## config.mk

```make
export PLATFORM = sky130hd
export DESIGN_NAME = uart_232_rx
export DESIGN_NICKNAME = d
export VERILOG_FILES = /design/src/rtl/uart_232_rx.sv
export SDC_FILE = /design/constraint.sdc
export NUM_CORES = 1
export LEC_CHECK = 0
export CORE_MARGIN = 5
export CORE_UTILIZATION = 49
export DETAILED_ROUTE_END_ITERATION = 16
export MAX_ROUTING_LAYER = met4
export PLACE_DENSITY = 0.65
export REMOVE_ABC_BUFFERS = 1
export SETUP_SLACK_MARGIN = 0.1
export SLEW_MARGIN = 30
export SYNTH_ARGS = -nofsm -noshare
export SYNTH_HDL_FRONTEND = slang
export SYNTH_SLANG_ARGS = --single-unit
```

## constraint.sdc

```tcl
create_clock -name clk -period 8.25 [get_ports clk]
set_clock_uncertainty 0.2 [all_clocks]
set_input_delay 2.0625 -clock clk [delete_from_list [all_inputs] [get_ports clk]]
set_output_delay 2.0625 -clock clk [all_outputs]
set_load 0.05 [all_outputs]
```

## src/rtl/uart_232_rx.sv

```systemverilog
// RS-232 receiver, 8N1, LSB first. Synchronises the serial line, detects the
// start edge, samples mid-bit at a selectable baud and strobes done or frame_err.
module uart_232_rx #(
    parameter int unsigned CLK_FREQ = 50_000_000
) (
    input  logic       clk,
    input  logic       reset_n,
    input  logic       uart_rx,
    input  logic [2:0] bit_set,
    output logic [7:0] data,
    output logic       done,
    output logic       frame_err,
    output logic       busy
);

    localparam logic [17:0] BT_9600   = 18'(CLK_FREQ / 9600);
    localparam logic [17:0] BT_19200  = 18'(CLK_FREQ / 19200);
    localparam logic [17:0] BT_38400  = 18'(CLK_FREQ / 38400);
    localparam logic [17:0] BT_57600  = 18'(CLK_FREQ / 57600);
    localparam logic [17:0] BT_115200 = 18'(CLK_FREQ / 115200);

    typedef enum logic [1:0] {StIdle, StStart, StData, StStop} state_e;

    state_e      state_q, state_d;
    logic [17:0] bit_cnt_q, bit_cnt_d;
    logic [17:0] bit_time_q, bit_time_d;
    logic [17:0] bit_time_sel;
    logic [17:0] half_time;
    logic [2:0]  bit_idx_q, bit_idx_d;
    logic [7:0]  shreg_q, shreg_d;
    logic [7:0]  data_q, data_d;
    logic        done_q, done_d;
    logic        ferr_q, ferr_d;
    logic        rx_m_q, rx_s_q, rx_d_q;
    logic        fall;

    // Two-flop synchroniser plus one delay flop for edge detection; idle-high reset.
    always_ff @(posedge clk or negedge reset_n) begin
        if (!reset_n) begin
            rx_m_q <= 1'b1;
            rx_s_q <= 1'b1;
            rx_d_q <= 1'b1;
        end else begin
            rx_m_q <= uart_rx;
            rx_s_q <= rx_m_q;
            rx_d_q <= rx_s_q;
        end
    end

    assign fall = rx_d_q & ~rx_s_q;

    always_comb begin
        case (bit_set)
            3'd1:    bit_time_sel = BT_19200;
            3'd2:    bit_time_sel = BT_38400;
            3'd3:    bit_time_sel = BT_57600;
            3'd4:    bit_time_sel = BT_115200;
            default: bit_time_sel = BT_9600;
        endcase
    end

    assign half_time = {1'b0, bit_time_q[17:1]};

    always_comb begin
        state_d    = state_q;
        bit_cnt_d  = bit_cnt_q + 18'd1;
        bit_time_d = bit_time_q;
        bit_idx_d  = bit_idx_q;
        shreg_d    = shreg_q;
        data_d     = data_q;
        done_d     = 1'b0;
        ferr_d     = 1'b0;
        case (state_q)
            StIdle: begin
                bit_cnt_d = 18'd0;
                if (fall) begin
                    state_d    = StStart;
                    bit_time_d = bit_time_sel;
                end
            end
            StStart: begin
                if (bit_cnt_q == half_time - 18'd1) begin
                    bit_cnt_d = 18'd0;
                    bit_idx_d = 3'd0;
                    // Line back high at mid-start means it was a glitch.
                    state_d   = rx_s_q ? StIdle : StData;
                end
            end
            StData: begin
                if (bit_cnt_q == bit_time_q - 18'd1) begin
                    bit_cnt_d          = 18'd0;
                    shreg_d[bit_idx_q] = rx_s_q;
                    bit_idx_d          = bit_idx_q + 3'd1;
                    if (bit_idx_q == 3'd7) begin
                        state_d = StStop;
                    end
                end
            end
            StStop: begin
                if (bit_cnt_q == bit_time_q - 18'd1) begin
                    bit_cnt_d = 18'd0;
                    state_d   = StIdle;
                    if (rx_s_q) begin
                        data_d = shreg_q;
                        done_d = 1'b1;
                    end else begin
                        ferr_d = 1'b1;
                    end
                end
            end
            default: begin
                state_d = StIdle;
            end
        endcase
    end

    always_ff @(posedge clk or negedge reset_n) begin
        if (!reset_n) begin
            state_q    <= StIdle;
            bit_cnt_q  <= 18'd0;
            bit_time_q <= 18'd0;
            bit_idx_q  <= 3'd0;
            shreg_q    <= 8'h00;
            data_q     <= 8'h00;
            done_q     <= 1'b0;
            ferr_q     <= 1'b0;
        end else begin
            state_q    <= state_d;
            bit_cnt_q  <= bit_cnt_d;
            bit_time_q <= bit_time_d;
            bit_idx_q  <= bit_idx_d;
            shreg_q    <= shreg_d;
            data_q     <= data_d;
            done_q     <= done_d;
            ferr_q     <= ferr_d;
        end
    end

    assign data      = data_q;
    assign done      = done_q;
    assign frame_err = ferr_q;
    assign busy      = (state_q != StIdle);

endmodule

```

==> results.md <==
- PostCTS Resize Cnt: 0
- Worst Setup SP: state_q[0]
- Vias in the first global route: 2442
- Core area: 0.00687 mm^2
- GRT overflow: 0
- DR DRC count: 0
- Pwr/cell area: 260 mW/mm^2
- Leakage power: 0.00153 uW
- Max Slew Vio Count: 0
- Setup_tns: 0 ns
- Worst EP required: 5.99 ns
- Drt total wl: 7.10 mm
- All-Layer GR Usage: 0.180
- Final setup viols: 0
- Port bufs: 16
- Area post-placement: 0.00366 mm^2
- #FFs+latches synth: 56
- Hold Buf Count CTS: 0
- Cell count after synthesis: 348
- Fmax: 236 MHz
- Final ANT Viol Nets: 0
- Clock tree buffer depth: 2
- Synth unique cells: 62
- Rel. slew slack: 0.442
- Synth Flop Type: dfrtp_1
- Cts bufs inserted: 5
- Final instance count without filler cells: 443
- Post-synthesis mux area share: 0.0723
- Sequential share of power: 0.424
- Switch share: 0.406
- First-pass GRT wire length: 12.4 mm
- Reg clk slew, reported paths: 0.10 ns
- Area Growth Syn to Fin: 7.51%
- Die height: 94.7 um
- Die ar.: 0.00897 mm^2
- Critical path launch point type: flop
- Area leader, netlist: dfrtp_1
- DR top layer: met4
- Net count, final: 356
- Hold Fails Final Rpt: 0
- Htree depth: 2
- Die W: 94.7 um
- Clk sinks: 56
- Crit path max fanout: 8
- Fin crit period: 4.23 ns
- Layout cells sized above 1: 0.184
- Synth top area share: 0.377
- Measured slew at the worst slew-check pin: 0.837 ns
- Clk_lat worst skew: 0.31 ns
- Sequential fraction of the synthesis area: 0.400
- Row cnt: 30
- Postcts setup bufs: 0
- Ys async rst share: 1.00
- Iteration-0 DRC Markers: 131
- Comb pwr share: 0.384
- Synthesized area: 0.00351 mm^2
- Met1 wire length: 3.25 mm
- Largest net degree at the start of global routing: 57
- Avg Vias per Cell: 5.66
- Max cap viols: 0
- Worst setup path category: reg -> out
- Synth area leaders: dfrtp_1 (38%), xnor2_1 (6.5%), mux2_2 (6.1%), xor2_1 (5.0%), nor2_1 (2.9%)
- Initial Util: 0.512
- RSZ-0062 raised after global routing: no
- Synth Area in Compound Gates: 0.126
- Hold Crit Start: rx_m_q
- Largest family of logic cells by synthesized area: simple AND/OR/NAND/NOR gates
- Number of synthesized flops with an enable pin: 0
- Vias post-DR: 2509
- DP HPWL: 5.12 mm
- Total length of routed met2 wires: 3.51 mm
- Simple-gate share of the synthesized area: 0.215
- NetSw: 398 uW
- Pwr Total: 981 uW
- Crit Reg-Reg Startpoint: bit_time_q[1]
- CTS tree: done
- Detailed Routing Iterations Pass 1: 4
- Setup crit end kind: output pin
- Routability congestion estimate: 0.875
- Placed Cells: 435
- Adder-Cell Fraction of Synth Area: 0.0142
- CTS Root Cell: clkbuf_8
- Routed len/inst: 16.0 um
- # diodes: 0
- Int Pwr: 583 uW
- Metal3 WL: 228 um
- Status: completed
- VDD IR max: 135 uV
- Synth warn: 0
- Finished Cell Area: 0.00378 mm^2
- Syn Area/Cell: 10.1 um^2
- Arr. time, crit path: 1.97 ns
- I/O Pins: 17
- Final Cycle Share: 0.513
- Worst hold path type: reg -> reg
- Clock power share: 0.192
- Xor-xnor portion of the synthesized cell area: 0.121
- Initial antenna violation count: 0
## registers in the layout (all words and copies together), names as in the netlist, 3 cells and up, named ones only
register / flops
bit_cnt_q: 18
bit_time_q: 12
data: 8
shreg_q: 8
bit_idx_q: 3
## cell type report
type                            count  area [um^2]
Clock buffer                        6         82.6
Clock inverter                      2         38.8
Fill cell                         621         3090
Inverter                            9         33.8
Multi-Input combinational cell    256         1930
Sequential cell                    56         1410
Tap cell                           96          120
Timing Repair Buffer               18          170
## cells by family (layout without fill, tap and decap cells)
logic type | Yosys count | in the layout
AO/OA/AOI/OAI | 56 | 56
XOR/XNOR | 47 | 47
adder cells (fa/ha/maj) | 4 | 4
buffers and inverters | 36 | 35
flip-flops | 56 | 56
multiplexers | 23 | 23
AND/OR/NAND/NOR | 126 | 126
## metal layers
layer,GRT usage,vias to the layer above
met3,0.0287,7
met2,0.284,39
met5,-,-
met4,0.0421,0
met1,0.244,1246
li1,-,1217
## power by group through the flow
stage / Combinational (uW) / Clock [uW] / Sequential, uW
5_1_grt: 418 / 209 / 427
6_report: 377 / 188 / 416
3_3_place_gp: 375 / 0 / 418
4_1_cts: 380 / 195 / 416
2_1_floorplan: 311 / 0 / 393
3_5_place_dp: 377 / 0 / 422
## cells in the mapped netlist (6+ instances only)
master    number
dfrtp_1       53
nor2_1        27
xnor2_1       26
nand2_1       24
xor2_1        20
mux2_2        19
clkbuf_1      15
a21oi_1       13
o21ai_0       10
a21oi_2        9
nand3_1        9
nand4_1        9
inv_1          8
nor3_1         8
and3_1         6
buf_2          6
nand2b_1       6
## through the flow
stage / setup slack (ns) / utilization / hold slack [ns]
floorplan: 4.79 / - / 0.145
global placement: 4.35 / 0.532 / 0.146
detailed placement: 4.27 / 0.532 / 0.151
CTS: 3.99 / 0.550 / 0.169
global route: 3.85 / 0.550 / 0.173
finish: 4.02 / 0.550 / 0.166
## final timing paths
| path | end | slack, ns | cells past startpoint |
|---|---|---|---|
| min in group asynchronous | shreg_q[4] | 1.66 | 2 |
| hold reg to reg | rx_s_q | 0.17 | 0 |
| max in group asynchronous | bit_cnt_q[6] | 5.71 | 2 |
| setup / recovery | busy | 4.02 | 3 |
| hold / removal | rx_s_q | 0.17 | 0 |
| setup reg to reg | bit_cnt_q[1] | 4.24 | 9 |
## cell usage in the layout, fill, tap and decap left out, types with 3 or more instances in the layout
cell             instances
a21oi_1                 13
a21oi_2                  9
and3_1                   6
clkbuf_8                 6
clkdlybuf4s50_1         15
dfrtp_1                 53
dfstp_2                  3
ha_1                     4
inv_1                    8
mux2_2                  19
mux2i_1                  4
nand2_1                 24
nand2b_1                 6
nand3_1                  9
nand3b_1                 3
nand4_1                  9
nor2_1                  27
nor3_1                   8
nor3b_1                  3
nor4_2                   4
o21ai_0                 10
o22ai_1                  3
or3_1                    3
or3b_2                   3
or4_1                    3
xnor2_1                 26
xor2_1                  20
## critical path, cell delays in order, from the launching register on
cell and delay, ns:
dfrtp_1 0.53, inv_1 0.15, nand2_1 0.16, clkdlybuf4s50_1 0.83
Note: power is estimated with default switching activity, not from simulation.
